**config.mk**
```make
export PLATFORM = sky130hd
export DESIGN_NAME = button_event_arbiter
export DESIGN_NICKNAME = d
export VERILOG_FILES = /design/src/rtl/button_pkg.sv /design/src/rtl/tick_divider.sv /design/src/rtl/button_event_arbiter.sv
export SDC_FILE = /design/constraint.sdc
export NUM_CORES = 1
export LEC_CHECK = 0
export CAP_MARGIN = 20
export CORE_ASPECT_RATIO = 0.75
export CORE_MARGIN = 5
export CORE_UTILIZATION = 55
export DETAILED_ROUTE_END_ITERATION = 16
export GPL_TIMING_DRIVEN = 0
export HOLD_SLACK_MARGIN = 0.03
export PLACE_DENSITY = 0.82
export SYNTH_ARGS = -nofsm -noshare
export SYNTH_HDL_FRONTEND = slang
export SYNTH_HIERARCHICAL = 1
export SYNTH_SLANG_ARGS = --single-unit
```
**constraint.sdc**
```tcl
create_clock -name clk -period 4.74 [get_ports clk]
set_clock_uncertainty 0.2 [all_clocks]
set_input_delay 1.185 -clock clk [delete_from_list [all_inputs] [get_ports clk]]
set_output_delay 1.185 -clock clk [all_outputs]
set_load 0.01 [all_outputs]
```
**src/rtl/button_pkg.sv**
```systemverilog
// Shared widths, divider math and reset constants for the push-button front end.
// Imported by the tick divider and the event arbiter top.
package button_pkg;

  // Bit width needed to index n items; never less than one bit.
  function automatic int width_of(input int n);
    return (n <= 2) ? 1 : $clog2(n);
  endfunction

  function automatic int div_of(input int clk_hz, input int sample_hz);
    return clk_hz / sample_hz;
  endfunction

  // The round-robin pointer resets to the last index so button 0 is searched first.
  function automatic int rr_reset_of(input int num_buttons);
    return num_buttons - 1;
  endfunction

  localparam int DIV_RESET = 0;

endpackage

```
**src/rtl/tick_divider.sv**
```systemverilog
// Shared sampling-tick generator: a free-running 0..DIV-1 counter whose last
// count produces a single-cycle tick.
module tick_divider
  import button_pkg::*;
#(
  parameter int CLK_HZ    = 50_000_000,
  parameter int SAMPLE_HZ = 10
) (
  input  logic clk,
  input  logic rst_n,
  output logic tick
);

  localparam int DIV   = div_of(CLK_HZ, SAMPLE_HZ);
  localparam int CNT_W = width_of(DIV);
  localparam logic [CNT_W-1:0] LAST = CNT_W'(DIV - 1);

  logic [CNT_W-1:0] count;

  // NOTE: state registers use non-blocking assignments so every flop samples
  // pre-edge values, regardless of block ordering.
  always_ff @(posedge clk or negedge rst_n) begin
    if (!rst_n) begin
      count <= CNT_W'(DIV_RESET);
    end else if (count == LAST) begin
      count <= '0;
    end else begin
      count <= count + 1'b1;
    end
  end

  assign tick = (count == LAST);

endmodule

```
**src/rtl/button_event_arbiter.sv**
```systemverilog
// Push-button front end: synchronise, debounce on a shared tick, detect presses,
// round-robin them into an event FIFO drained by a valid/ready consumer.
module button_event_arbiter
  import button_pkg::*;
#(
  parameter int NUM_BUTTONS = 4,
  parameter int CLK_HZ      = 50_000_000,
  parameter int SAMPLE_HZ   = 10,
  parameter int FIFO_DEPTH  = 4
) (
  input  logic                             clk,
  input  logic                             rst_n,
  input  logic [NUM_BUTTONS-1:0]           btn_in,
  output logic                             evt_valid,
  input  logic                             evt_ready,
  output logic [width_of(NUM_BUTTONS)-1:0] evt_idx,
  output logic                             evt_overflow,
  input  logic                             clear_overflow,
  output logic [NUM_BUTTONS-1:0]           pending
);

  localparam int IDX_W = width_of(NUM_BUTTONS);
  localparam int PTR_W = width_of(FIFO_DEPTH);
  localparam int CNT_W = PTR_W + 1;
  localparam logic [IDX_W-1:0] RR_RESET  = IDX_W'(rr_reset_of(NUM_BUTTONS));
  localparam logic [CNT_W-1:0] FIFO_FULL = CNT_W'(FIFO_DEPTH);

  logic                   tick, tick_d;
  logic [NUM_BUTTONS-1:0] sync_q, btn_s, state, prev, rise, grant_vec;
  logic [IDX_W-1:0]       rr_last, grant_idx, cand;
  logic                   grant_any, merge, push, pop;

  logic [IDX_W-1:0]       fifo_mem [FIFO_DEPTH];
  logic [PTR_W-1:0]       wr_ptr, rd_ptr;
  logic [CNT_W-1:0]       fifo_count;

  tick_divider #(
    .CLK_HZ   (CLK_HZ),
    .SAMPLE_HZ(SAMPLE_HZ)
  ) u_tick (
    .clk  (clk),
    .rst_n(rst_n),
    .tick (tick)
  );

  // Two-flop synchroniser every clk; debounced state only moves on the shared tick.
  always_ff @(posedge clk or negedge rst_n) begin
    if (!rst_n) begin
      sync_q <= '0;
      btn_s  <= '0;
      state  <= '0;
      prev   <= '0;
      tick_d <= 1'b0;
    end else begin
      sync_q <= btn_in;
      btn_s  <= sync_q;
      tick_d <= tick;
      if (tick) begin
        prev  <= state;
        state <= btn_s;
      end
    end
  end

  assign rise = {NUM_BUTTONS{tick_d}} & state & ~prev;

  // NOTE: every output of this block gets a default first, so no path can infer a latch.
  always_comb begin
    grant_any = 1'b0;
    grant_idx = '0;
    cand      = '0;
    grant_vec = '0;
    if (fifo_count < FIFO_FULL) begin
      // Walk the search order backwards so the nearest candidate after rr_last wins.
      for (int k = NUM_BUTTONS; k >= 1; k--) begin
        cand = IDX_W'((int'(rr_last) + k) % NUM_BUTTONS);
        if (pending[cand]) begin
          grant_any = 1'b1;
          grant_idx = cand;
        end
      end
    end
    if (grant_any) grant_vec[grant_idx] = 1'b1;
  end

  assign merge = |(rise & pending & ~grant_vec);

  always_ff @(posedge clk or negedge rst_n) begin
    if (!rst_n) begin
      pending      <= '0;
      rr_last      <= RR_RESET;
      evt_overflow <= 1'b0;
    end else begin
      pending <= (pending & ~grant_vec) | rise;
      if (grant_any) rr_last <= grant_idx;
      if (merge) begin
        evt_overflow <= 1'b1;
      end else if (clear_overflow) begin
        evt_overflow <= 1'b0;
      end
    end
  end

  assign push = grant_any;
  assign pop  = evt_valid & evt_ready;

  // NOTE: the FIFO storage is reset too; it is tiny, and it keeps evt_idx at 0 out of reset.
  always_ff @(posedge clk or negedge rst_n) begin
    if (!rst_n) begin
      for (int i = 0; i < FIFO_DEPTH; i++) fifo_mem[i] <= '0;
      wr_ptr     <= '0;
      rd_ptr     <= '0;
      fifo_count <= '0;
    end else begin
      if (push) begin
        fifo_mem[wr_ptr] <= grant_idx;
        wr_ptr           <= wr_ptr + 1'b1;
      end
      if (pop) rd_ptr <= rd_ptr + 1'b1;
      case ({push, pop})
        2'b10:   fifo_count <= fifo_count + 1'b1;
        2'b01:   fifo_count <= fifo_count - 1'b1;
        default: fifo_count <= fifo_count;
      endcase
    end
  end

  assign evt_valid = (fifo_count != '0);
  assign evt_idx   = fifo_mem[rd_ptr];

endmodule

```
=== Word-level counts from Yosys, hierarchy flattened ===
Cells that the tools add are included.

* Word-level logic and storage cells: 86
* Register bits: 62

* Mux-type cells: 31
* Bitwise operators: 11
* Reduce and logical (&&, ||, !) cells: 6
* Add/subtract/negate cells: 9
* Equality and inequality tests: 3
* $lt $le $gt $ge: 10

{| class="wikitable"
|+ Operators with widths
! kind !! number
|-
| adder 23 x 1 -> 23 bit, second input constant || 1
|-
| equality test 23 bit, second input constant || 1
|-
| two-way mux 23 bit || 1
|-
| bitwise AND 4 bit || 5
|-
| two-way mux 2 bit || 8
|-
| < comparator 2 x 3 -> 1 bit, second input constant || 5
|-
| two-way mux 1 bit || 12
|-
| adder 2 x 1 -> 2 bit, second input constant || 4
|-
| binary-select mux 1 bit (select 2 bit) || 4
|-
| bitwise mux 8 bit || 1
|-
| inverter 4 bit || 2
|-
| >= comparator 3 bit, second input constant || 2
|-
| inverter 2 -> 3 bit || 2
|-
| case mux 3 bit (2 select lines) || 1
|-
| adder 2 bit, second input constant || 2
|-
| binary-select mux 2 bit (select 2 bit) || 1
|-
| demux 2 bit (select 2 bit) || 1
|-
| two-way mux 4 bit || 1
|-
| bitwise OR 4 bit || 1
|-
| nonzero test 2 bit || 2
|-
| OR reduction 4 bit || 1
|-
| adder 3 x 1 -> 3 bit, second input constant || 1
|-
| < comparator 3 x 1 -> 1 bit, second input constant || 1
|-
| < comparator 3 bit, second input constant || 1
|-
| other kinds (8) || 9
|}

=== Logic depth before layout (Yosys ltp) ===
* Depth after elaboration: 17
* Gate-level depth with buffers: 9

=== Cells and area by module ===
The synthesis kept the hierarchy.

{| class="wikitable"
|+ By module, submodules not included
! module !! seq. area each (um2) !! times used !! cells each !! area each (um2)
|-
| button_event_arbiter || 978.4 || 1 || 137 || 1,746.7
|-
| tick_divider || 575.6 || 1 || 107 || 1,159.9
|}

=== Least setup slack after synthesis ===
Ideal clock, no wire load.

* Kind: input-to-reg
* Start point: input port evt_ready
* End point: register fifo_count[2]
* Stages: 7
* Library setup time: 79 ps
* Data arrival time: 2,311 ps
* Slack: 2,150 ps
* Path through: and2_1 -> ha_1 -> inv_1 -> fa_1 -> xor2_1 -> nor2_1 -> xor2_1

* Longest elaborated chain between the ends: 3

{| class="wikitable"
|+ Ends and longest elaborated chain
! what !! line !! RTL
|-
| start: declaration || button_event_arbiter.sv:15 || <nowiki>input logic evt_ready,</nowiki>
|-
| bitwise AND 1 bit * || button_event_arbiter.sv:105 || <nowiki>assign pop = evt_valid & evt_ready;</nowiki>
|-
| equality test 2 x 1 -> 1 bit or equality test 2 bit (tied branches) || button_event_arbiter.sv:120 || <nowiki>case ({push, pop})</nowiki>
|-
| case mux 3 bit (2 select lines) or nonzero test 2 bit (tied branches) || -- ||
|-
| end signal: assignment || button_event_arbiter.sv:121 || <nowiki>2'b10: fifo_count <= fifo_count + 1'b1;</nowiki>
|-
| end signal: assignment || button_event_arbiter.sv:122 || <nowiki>2'b01: fifo_count <= fifo_count - 1'b1;</nowiki>
|-
| end signal: assignment || button_event_arbiter.sv:123 || <nowiki>default: fifo_count <= fifo_count;</nowiki>
|-
| end: declaration || button_event_arbiter.sv:35 || <nowiki>logic [CNT_W-1:0] fifo_count;</nowiki>
|}

Mark *: on every way between the ends. The rest lies on a longest branch, timed or not.
A chain may end at the register's enable or synchronous reset.

=== Worst setup path after layout ===
* Start point: register rd_ptr[0]
* End point: output port evt_idx[1]

* Longest elaborated chain between the ends: 4

{| class="wikitable"
|+ Ends and longest elaborated chain
! what !! line !! RTL
|-
| start: declaration || button_event_arbiter.sv:34 || <nowiki>logic [PTR_W-1:0] wr_ptr, rd_ptr;</nowiki>
|-
| start signal: assignment || button_event_arbiter.sv:119 || <nowiki>if (pop) rd_ptr <= rd_ptr + 1'b1;</nowiki>
|-
| inverter 2 -> 3 bit (not written as such) || button_event_arbiter.sv:129 || <nowiki>assign evt_idx = fifo_mem[rd_ptr];</nowiki>
|-
| binary-select mux 2 bit (select 2 bit) || button_event_arbiter.sv:129 ||
|-
| two-way mux 2 bit (not written as such) (2 in series) || button_event_arbiter.sv:129 ||
|-
| end: declaration || button_event_arbiter.sv:16 || <nowiki>output logic [width_of(NUM_BUTTONS)-1:0] evt_idx,</nowiki>
|}

Every way passes these cells. The select of a mux whose other input is x is not followed.

==> metrics.md <==
| Metric | Value |
|---|---|
| DP HPWL | `approximately 3600 um` |
| Clock Tree Root | `clkbuf_8` |
| Synth Flop Type | `dfrtp_1` |
| Htree depth | `3` |
| Post-synth EDFFs | `0` |
| Vias in the first global route | `1940` |
| Die H | `73.0 um` |
| Register-to-register setup slack | `1.89 ns` |
| Yosys cell types | `54` |
| Ant diodes | `0` |
| Setup Fix Bufs, Post-CTS | `0` |
| Cell area after synthesis | `slightly below 3000 um2` |
| Pre-CTS WS | `roughly 1.6 ns` |
| Outcome | `finished, final reports clean` |
| First-pass GRT wire length | `approximately 9300 um` |
| Synth Warn # | `6` |
| Num rows | `22` |
| Routing usage on met3 | `roughly 6.7%` |
| Synthesized area per cell | `roughly 12 um2` |
| Worst-Margin Slew | `0.680 ns` |
| Total CTS buffers | `9` |
| Cells after Synth | `between 200 and 250` |
| Area of the multi-input gates | `~1300 um2` |
| Layout Cell Area excl Fill | `~3400 um2` |
| Routed WL | `between 5000 and 6000 um` |
| Register area | `around 1600 um2` |
| Largest cells by area after synthesis | `dfrtp_1, xnor2_1, mux2_1, mux2_2, nand2_1` |
| Via count | `approximately 1900` |
| Critical R2R Capture | `prev[3]` |
| CP arrival | `1.82 ns` |
| Crit-path cells | `mux4_2 -> clkdlybuf4s50_1` |
| Buffers on Ports | `15` |
| Worst Hold Launch | `sync_q[2]` |
| Chip width | `approximately 94 um` |
| Starting density of the core | `58.0%` |
| WP data required | `~3.4 ns` |
| CTS tree | `built` |
| Final Max Tran Viols | `0` |
| Setup crit start kind | `flip-flop` |
| Ratio of cells with drive above 1 in the final layout | `15.6%` |
| Final Hold Fails | `0` |
| Reg2reg start | `u_tick/count[0]` |
| Min-delay worst type | `reg -> reg` |
| Clock Path Buffers | `2` |
| Critical Path Max Stage Delay | `between 0.5 and 0.6 ns` |
| FF-to-FF path depth | `6` |
| Crit. End Element | `primary output` |
| Routability cong. | `about 0.81` |
| GRT busiest layer | `met2` |
| Seq/Total Area, Yosys | `about 53%` |
| Crit path kind | `reg -> out` |
| DRT Pass-1 Iters | `4` |
| DP Area | `3160 um2` |
| Worst-path clk slew | `around 0.080 ns` |
| Worst hold stages | `0` |
| Global-route usage over all layers | `17.8%` |
| Ys async rst share | `between 90% and 100%` |
| Min Clock Period, post-route | `between 3 and 4 ns` |
| Final setup fails | `0` |
| Gr ovfl total | `0` |
| Peak Freq | `312 MHz` |
| Num Clock Sinks | `62` |
| Pwr Density | `roughly 350 nW/um2` |
| Worst Hold End | `btn_s[2]` |
| Num ports | `16` |
| Fill cell count | `between 300 and 400` |
| Clock insertion delay at the later pin of the skew report | `between 0.3 and 0.4 ns` |
| CP Max Fanout | `4` |
| Synth top area share | `between 50% and 60%` |
| Met1 Track Usage GR | `23.9%` |
| Peak supply drop | `0.235 mV` |
| Largest net degree at the start of global routing | `34` |
| Routed wire per std cell | `14.9 um` |
| MaxCap Viol Count | `0` |
| P_leak | `around 1.5 nW` |
| Routing usage on met2 | `26.5%` |
| Final Cycle Share | `between 60% and 70%` |
| Fin Hold WS | `0.152 ns` |
| Syn Nets | `~260` |
| Total negative setup slack | `0 ns` |
| Overall die area | `approximately 6900 um2` |
| Crit-path slowest cell | `mux4_2` |
| DR iter-0 viols | `between 70 and 80` |
| DRC viols | `0` |
| Cells resized by post-CTS repair | `0` |
| Vias/cell | `approximately 5.6` |
| Remaining antenna violation count | `0` |
| Seq cells post-synth | `62` |
| Worst relative slew slack | `between 50% and 60%` |
| Layout area overhead | `15.7%` |
| Final setup margin | `roughly 1.5 ns` |
| Antenna violations before repair | `0` |
| Largest area contributor in the netlist | `dfrtp_1` |
| Unrepaired setup endpoints after global routing | `false` |
| Final #Nets | `roughly 290` |
| Core area | `5010 um2` |
| Hold-fix buffers, CTS | `0` |
worst max-delay path: cells and delay by family, from the launching register on:
kind	cells	cell delay, ns
flops	1	0.45
buf+inv	1	0.49
mux	1	0.53
where the power goes:
group / leakage [nW] / switching [mW] / internal [mW] / total, mW
clock: 0.101 / 0.223 / 0.249 / 0.472
combinational: 0.597 / 0.0653 / 0.0674 / 0.133
sequential: 0.814 / 0.0226 / 0.557 / 0.580
synth_stat cells (all sizes together), types with 3 or more instances:
| cell type | instances |
|---|---|
| a21oi | 6 |
| buf | 3 |
| dfrtp | 60 |
| ha | 6 |
| inv | 11 |
| mux2 | 15 |
| mux2i | 3 |
| nand2 | 21 |
| nand3 | 11 |
| nand4 | 6 |
| nor2 | 18 |
| nor2b | 3 |
| nor3 | 4 |
| nor4 | 5 |
| o21ai | 5 |
| o22ai | 3 |
| or3 | 3 |
| xnor2 | 16 |
| xor2 | 7 |
flip-flops by register name (all words and copies together), names as in the netlist:
name          cells
rd_ptr            2
state             4
wr_ptr            2
fifo_mem          8
prev              4
evt_overflow      1
sync_q            4
fifo_count        3
u_tick/count     23
btn_s             4
tick_d            1
pending           4
rr_last           2
kinds of logic (layout without fill, tap and decap cells):
logic type                 count (synthesis)  count (layout)  synth area share [%]
DFF                                       62              62                  53.5
adders and majority gates                  7               7                  3.27
xor gates and xnor gates                  23              23                  6.93
and+or+nand+nor                           89              89                  17.9
muxes                                     20              20                  8.39
buffers and inverters                     16              48                  2.71
AOI/OAI and AO/OA                         27              27                  7.36
layer usage:
| layer | wire (um) | part of all wire [%] |
|---|---|---|
| met2 | 2360 | 46 |
| met5 | 0 | 0 |
| met1 | 2560 | 49 |
| met4 | 63 | 1.2 |
| met3 | 191 | 3.7 |
cell usage in the layout, fill, tap and decap left out, types with 3 or more instances in the layout:
master,count
a21oi_1,5
clkbuf_8,9
clkdlybuf4s50_1,14
dfrtp_1,60
ha_1,6
inv_1,11
inv_6,4
mux2_1,8
mux2_2,7
mux2i_1,3
nand2_1,21
nand3_1,10
nand4_1,5
nor2_1,18
nor2b_1,3
nor3_1,4
o21ai_1,3
o22ai_1,3
or3_1,3
xnor2_1,16
xor2_1,7
cell type report:
class	count	area share, %
Inverter	11	1.23
Tap cell	72	2.68
Multi-Input combinational cell	166	37.9
Clock buffer	9	3.68
Sequential cell	62	46.2
Clock inverter	7	2.31
Timing Repair Buffer	16	4.91
Buffer	5	1.12
metrics by stage:
step / cells / util (%) / power, mW
final: 348 / 67.1 / 1.18
after global routing: 348 / 67.1 / 1.25
after CTS: 348 / 67.1 / 1.20
after detailed placement: 332 / 63.1 / 0.725
after global placement: 331 / 62.8 / 0.715
after floorplan: 244 / - / 0.678
worst max path at each step:
stage | end | startpoint | slack (ns) | depth (start not counted)
after floorplan | fifo_count[2] | evt_ready | 2.15 | 7
after global placement | fifo_mem[6] | rst_n | 0.38 | 1
after detailed placement | fifo_count[2] | evt_ready | 1.58 | 8
after CTS | evt_idx[1] | rd_ptr[0] | 1.50 | 2
after global routing | evt_idx[1] | rd_ptr[0] | 1.45 | 2
final | evt_idx[1] | rd_ptr[0] | 1.53 | 2
Note: power is estimated with default switching activity, not from simulation.
